===== src/rtl/cell_processor.sv =====
// Single-stage image-cell arithmetic core.
// Applies a saturating per-channel op to two pixel cells into a registered pixel.
module cell_processor #(
   parameter int CELL_DIM = 3,
   parameter int PIXEL_W  = 24
) (
   input  logic                                   clk,
   input  logic                                   rst,
   input  logic [3+2*CELL_DIM*CELL_DIM*PIXEL_W-1:0] IW,
   output logic [PIXEL_W-1:0]                     result
);

   localparam int NPIX   = CELL_DIM * CELL_DIM;
   localparam int CELL_W = NPIX * PIXEL_W;
   localparam int CENTER = CELL_DIM / 2;
   localparam int C_OFF  = ((CENTER * CELL_DIM) + CENTER) * PIXEL_W;
   localparam int NCH    = PIXEL_W / 8;
   localparam int ACC_W  = 8 + $clog2(NPIX);

   localparam logic [2:0] OP_ADD   = 3'd0;
   localparam logic [2:0] OP_SUB   = 3'd1;
   localparam logic [2:0] OP_AVG   = 3'd2;
   localparam logic [2:0] OP_MAX   = 3'd3;
   localparam logic [2:0] OP_MIN   = 3'd4;
   localparam logic [2:0] OP_BLURA = 3'd5;
   localparam logic [2:0] OP_BLURB = 3'd6;

   logic [2:0]         opcode;
   logic [CELL_W-1:0]  cell_a;
   logic [CELL_W-1:0]  cell_b;
   logic [PIXEL_W-1:0] a_c;
   logic [PIXEL_W-1:0] b_c;
   logic [PIXEL_W-1:0] nxt;
   logic [ACC_W-1:0]   acc_a [NCH];
   logic [ACC_W-1:0]   acc_b [NCH];

   assign opcode = IW[3+2*CELL_W-1 -: 3];
   assign cell_a = IW[2*CELL_W-1 -: CELL_W];
   assign cell_b = IW[CELL_W-1:0];
   assign a_c    = cell_a[C_OFF +: PIXEL_W];
   assign b_c    = cell_b[C_OFF +: PIXEL_W];

   // Box sums sized so a full cell of 0xFF never overflows.
   always_comb begin
      for (int c = 0; c < NCH; c++) begin
         acc_a[c] = '0;
         acc_b[c] = '0;
         for (int p = 0; p < NPIX; p++) begin
            acc_a[c] = acc_a[c] + ACC_W'(cell_a[p*PIXEL_W + c*8 +: 8]);
            acc_b[c] = acc_b[c] + ACC_W'(cell_b[p*PIXEL_W + c*8 +: 8]);
         end
      end
   end

   function automatic logic [7:0] mean(input logic [ACC_W-1:0] acc);
      mean = 8'(acc / ACC_W'(NPIX));
   endfunction

   function automatic logic [7:0] chan_op(
      input logic [2:0]       op,
      input logic [7:0]       a,
      input logic [7:0]       b,
      input logic [ACC_W-1:0] sa,
      input logic [ACC_W-1:0] sb,
      input logic [7:0]       hold
   );
      logic [8:0] sum;
      logic [8:0] dif;
      sum = {1'b0, a} + {1'b0, b};
      dif = {1'b0, a} - {1'b0, b};
      case (op)
         OP_ADD:   chan_op = sum[8] ? 8'hFF : sum[7:0];
         OP_SUB:   chan_op = dif[8] ? 8'h00 : dif[7:0];
         OP_AVG:   chan_op = sum[8:1];
         OP_MAX:   chan_op = (a > b) ? a : b;
         OP_MIN:   chan_op = (a < b) ? a : b;
         OP_BLURA: chan_op = mean(sa);
         OP_BLURB: chan_op = mean(sb);
         default:  chan_op = hold;
      endcase
   endfunction

   always_comb begin
      nxt = result;
      for (int c = 0; c < NCH; c++) begin
         nxt[c*8 +: 8] = chan_op(opcode, a_c[c*8 +: 8], b_c[c*8 +: 8],
                                 acc_a[c], acc_b[c], result[c*8 +: 8]);
      end
   end

   always_ff @(posedge clk or negedge rst) begin
      if (!rst) begin
         result <= '0;
      end else begin
         result <= nxt;
      end
   end

endmodule


===== config.mk =====
export PLATFORM = sky130hd
export DESIGN_NAME = cell_processor
export DESIGN_NICKNAME = d
export VERILOG_FILES = /design/src/rtl/cell_processor.sv
export SDC_FILE = /design/constraint.sdc
export NUM_CORES = 1
export LEC_CHECK = 0
export BUFFER_PORTS_ARGS = -buffer_cell sky130_fd_sc_hd__buf_2
export CORE_MARGIN = 4
export CORE_UTILIZATION = 51
export DETAILED_ROUTE_END_ITERATION = 8
export PLACE_DENSITY = 0.88
export SLEW_MARGIN = 10
export SYNTH_ARGS = -nofsm -noshare
export SYNTH_HDL_FRONTEND = slang
export SYNTH_SLANG_ARGS = --single-unit

===== constraint.sdc =====
create_clock -name clk -period 0.91 [get_ports clk]
set_input_delay 0.2275 -clock clk [delete_from_list [all_inputs] [get_ports clk]]
set_output_delay 0.2275 -clock clk [all_outputs]
set_load 0.05 [all_outputs]

==> results of run 1 <==
-- cell usage after synthesis (7+ instances only) --
library cell,number,area (sq um)
a21o_1,47,353
a211o_1,14,123
nand4_1,23,144
a211oi_1,41,308
mux2i_1,57,571
o21ai_0,77,385
a31oi_1,20,125
nand2b_1,12,75.1
or2_2,10,62.6
and3_1,17,106
xor2_1,22,193
o21bai_1,22,165
nor3_1,21,105
o31ai_1,7,52.6
o21a_1,25,188
a21oi_1,144,721
inv_1,332,1250
clkbuf_1,47,176
o21ai_1,13,65.1
o211a_1,10,100
nand2_1,105,394
nor2_1,165,619
o22ai_1,20,125
dfrtp_1,24,601
or3_1,16,100
o221ai_1,26,228
fa_1,330,6610
xnor2_1,42,368
nand3_1,39,195
o211ai_1,21,158
buf_2,15,75.1
and2_1,13,81.3
a221oi_1,23,201
o2111ai_1,7,61.3
ha_1,132,1650
-- kinds of logic after synthesis --
| kind of cell | share of synthesized area, % |
|---|---|
| AOI/OAI and AO/OA | 23.7 |
| and+or+nand+nor | 12.9 |
| adders and majority gates | 45.1 |
| buffers and inverters | 8.60 |
| xor gates and xnor gates | 3.04 |
| muxes | 3.40 |
| DFF | 3.26 |
-- what timing repair did --
| item | in CTS |
|---|---|
| setup endpoints to repair | 48 |
| gates cloned | 1 |
| resized for setup | 307 |
| endpoints found under the hold margin | 24 |
| hold buffers | 1 |
| setup buffers | 72 |
| pin swaps | 215 |
-- layer usage --
metal / overflow / track usage, %
met1: 1 / 69.8
met2: 11 / 87.6
met5: 0 / 39.9
met3: 1 / 62.9
met4: 18 / 71.9
-- metrics by stage --
stage / instance area [sq um] / instances
after CTS: 28000 / 3578
after detailed placement: 26000 / 3503
after global placement: 26000 / 3503
after floorplan: 19300 / 2111
==> flow_metrics.env, run 1 <==
export IMPL_antenna_found_initial=14
export IMPL_synth_area_sq_um=18400
export IMPL_worst_ep_kind="register data pin"
export IMPL_grt_usage_pct=72.9
export IMPL_async_flop_share_pct=100
export IMPL_die_width_microns=198
export IMPL_grt_start_max_net_pins=27
export IMPL_gp_congestion=1.06
export IMPL_avgSynthCellArea_sq_um=8.72
export IMPL_stop_stage="global routing"
export IMPL_clock_path_buffers=2
export IMPL_die_h_microns=198
export IMPL_io_pins=461
export IMPL_postSynthCellCount=2111
export IMPL_cts_root_buf="clkbuf_16"
export IMPL_ys_flop_type="dfrtp_1"
export IMPL_status="aborted with a tool error"
export IMPL_initial_utilization_pct=51.8
export IMPL_clock_sinks=24
export IMPL_postGrtWorstEndpoint="result[8]$_DFFE_PN0P_/D"
export IMPL_place_ws_ns=-6.74
export IMPL_firstError="[ERROR GRT-0232] Routing congestion too high. Check the congestion heatmap in the GUI."
export IMPL_ys_types=103
export IMPL_num_rows=69
export IMPL_cts_buffers=3
export IMPL_yosysWarnings=0
export IMPL_seq_area_frac_synth_pct=3.26
export IMPL_dp_hpwl_microns=62900
export IMPL_numPortBuffers=460
export IMPL_grt_overflow=31
export IMPL_cts_htree_levels=1
export IMPL_yosys_register_bits=24
export IMPL_synth_edf_count=0
export IMPL_syn_num_nets=3010
==> inputs of run 2 (changes only) <==
--- a/config.mk
+++ b/config.mk
@@ -7,9 +7,9 @@
 export LEC_CHECK = 0
 export BUFFER_PORTS_ARGS = -buffer_cell sky130_fd_sc_hd__buf_2
 export CORE_MARGIN = 4
-export CORE_UTILIZATION = 51
+export CORE_UTILIZATION = 40
 export DETAILED_ROUTE_END_ITERATION = 8
-export PLACE_DENSITY = 0.88
+export PLACE_DENSITY_LB_ADDON = 0.15
 export SLEW_MARGIN = 10
 export SYNTH_ARGS = -nofsm -noshare
 export SYNTH_HDL_FRONTEND = slang
==> constraint.sdc (replaced) <==
create_clock -name clk -period 1.2 [get_ports clk]
set_input_delay 0.3 -clock clk [delete_from_list [all_inputs] [get_ports clk]]
set_output_delay 0.3 -clock clk [all_outputs]
set_load 0.05 [all_outputs]
==> run 2 against run 1 <==
- the flow now finishes, with violations (negative setup slack)
- synthesized cell count unchanged
- area after synthesis unchanged
==> flow_metrics.env, run 2 <==
export IMPL_cp_depth=29
export IMPL_clk_insertion_delay_late_ns=0.27
export IMPL_grt_overflow=0
export IMPL_synth_common_cells="inv_1 (332), fa_1 (330), nor2_1 (165), a21oi_1 (144), ha_1 (132)"
export IMPL_diodes=0
export IMPL_clock_path_buffers=2
export IMPL_ant_nets=0
export IMPL_layout_common_cells="buf_4 (586), buf_2 (420), inv_1 (317)"
export IMPL_fp_coreArea_sq_um=45500
export IMPL_drv_cap=0
export IMPL_ys_types=103
export IMPL_multi_input_area_sq_um=18700
export IMPL_crit_fanout=7
export IMPL_drt_initial_drc_count=954
export IMPL_cts_buffers=3
export IMPL_violations="negative setup slack"
export IMPL_clock_sinks=24
export IMPL_yosys_area_top_type_share_pct=35.9
export IMPL_ys_flop_type="dfrtp_1"
export IMPL_ff2ff_path_depth=4
export IMPL_nNetsFinal=4051
export IMPL_max_stage_delay_ns=0.58
export IMPL_setup_slack_ns=-5.99
export IMPL_worstPathBufferInverterCount=4
export IMPL_cp_required_ns=1.39
export IMPL_fp_dieArea_sq_um=49500
export IMPL_drtPass1Iterations=5
export IMPL_drc=0
export IMPL_gp_congestion=0.928
export IMPL_hold_viol=0
export IMPL_syn_num_nets=3010
export IMPL_initial_utilization_pct=40.5
export IMPL_worstSetupStartpointType="primary input"
export IMPL_reg_largest_list="result (24)"
export IMPL_drv_slew=0
export IMPL_cts_htree_levels=1
export IMPL_numPortBuffers=460
export IMPL_min_period_ns=7.19
export IMPL_routedWlPerCell_microns=17.7
export IMPL_slowest_stage="fa_1"
export IMPL_tightest_slew_ns=0.909
export IMPL_worstSetupPathType="primary input to flip-flop"
export IMPL_setup_violations=26
export IMPL_hold_path_class="primary input to asynchronous set/reset pin"
export IMPL_arrival_ns=7.38
export IMPL_area_sequential_sq_um=611
export IMPL_num_vias=19900
export IMPL_endpoint_kind="flip-flop"
export IMPL_timing_setup_tns_ns=-113.89
export IMPL_postSynthCellCount=2111
export IMPL_largest_reg_flops=24
export IMPL_grt_start_max_net_pins=27
export IMPL_die_h_microns=223
export IMPL_grt_usage_pct=25.9
export IMPL_final_common_cell="buf_4"
export IMPL_async_flop_share_pct=100
export IMPL_grt_pass1_vias=21300
export IMPL_drive_gt1_share_pct=48.9
export IMPL_grt_pass1_wl_microns=107000
export IMPL_io_pins=461
export IMPL_status="finished with violations"
export IMPL_antenna_found_initial=0
export IMPL_yosys_register_bits=24
export IMPL_cts_root_buf="clkbuf_16"
export IMPL_synth_area_sq_um=18400
export IMPL_slew_headroom_pct=39.2
export IMPL_seq_area_frac_synth_pct=3.26
export IMPL_regMostFlops="result"
export IMPL_period_share_pct=599
export IMPL_dp_hpwl_microns=57100
export IMPL_synth_edf_count=0
export IMPL_finalInstanceArea_sq_um=29100
export IMPL_rsz0062_at_grt="true"
export IMPL_num_rows=78
export IMPL_die_width_microns=223
export IMPL_placed_area_sq_um=26400
export IMPL_wl_microns=66300
export IMPL_synth_most_common_cell="inv_1"
export IMPL_fillers=3832
export IMPL_cts_clk_slew_worst_paths_ns=0.07
export IMPL_yosys_area_top_type="fa_1"
export IMPL_avgSynthCellArea_sq_um=8.72
export IMPL_via_per_inst=5.29
export IMPL_yosysWarnings=0
export IMPL_max_freq_ghz=0.139
export IMPL_cts_tree="done"
export IMPL_area_growth_pct=58.2
export IMPL_ys_top_cells_by_area="fa_1 (36%), ha_1 (9.0%), inv_1 (6.8%)"
export IMPL_clock_skew_ns=0
export IMPL_cp_top_family="compound AO/OA/AOI/OAI gates"
[run 2: kinds of logic after synthesis]
group / Yosys count / share of synthesized area [%]
compound gates: 613 / 23.7
xor+xnor: 64 / 3.04
fa+ha+maj: 467 / 45.1
buf+inv: 404 / 8.60
flops: 24 / 3.26
mux: 62 / 3.40
simple gates: 477 / 12.9
[run 2: cell type report]
| type | instances | share of cell area (%) |
|---|---|---|
| Tap cell | 600 | 2.58 |
| Timing Repair Buffer | 1108 | 26.5 |
| Multi-Input combinational cell | 1683 | 64.3 |
| Clock buffer | 4 | 0.305 |
| Inverter | 332 | 4.29 |
| Sequential cell | 24 | 2.10 |
[run 2: repair_timing]
action / in CTS / in global routing
buffers inserted: 56 / 35
gates resized for setup: 281 / 178
hold buffers: 0 / 0
cloned: 0 / 0
endpoints found under the setup margin: 37 / 39
pin swaps: 202 / 151
[run 2: per-stage QoR]
| stage | hold WS [ns] | instances | utilization (%) | setup WS [ns] |
|---|---|---|---|---|
| 6_report | 0.0672 | 3751 | 64.0 | -5.99 |
| 5_1_grt | 0.115 | 3751 | 64.0 | -6.26 |
| 4_1_cts | 0.0766 | 3723 | 61.8 | -5.89 |
| 3_5_place_dp | 0.367 | 3670 | 58.0 | -6.41 |
| 2_1_floorplan | 0.00441 | 2111 | - | -5.83 |
| 3_3_place_gp | 0.339 | 3670 | 58.0 | -6.27 |
[run 2: layer usage]
layer	vias to the layer above	share of wire (%)	global-route usage [%]
li1	9443	-	-
met1	9842	43	35.0
met2	488	51	46.7
met3	80	3.5	1.73
met4	0	2.1	4.16
met5	-	0	0
[run 2: worst register-to-register path, cell delays in order, from the launching register on]
cell	delay (ns)
dfrtp_2	0.46
nor2_1	0.12
a21oi_1	0.07
a211oi_1	0.19
a2bb2oi_1	0.09
[run 2: path summary, 6_finish.rpt]
| path | from | to | slack, ns |
|---|---|---|---|
| max | IW[371] | result[8] | -5.99 |
| min | rst | result[3] | 0.07 |
| max reg2reg | result[0] | result[0] | 0.17 |
| min reg2reg | result[12] | result[12] | 0.48 |
| max in group asynchronous | rst | result[4] | 0.65 |
| min in group clk | result[12] | result[12] | 0.48 |
Power of run 2 is left out: the tool's default activity adds up to more than one toggle a clock period on the data nets, which glitch-free logic cannot reach.
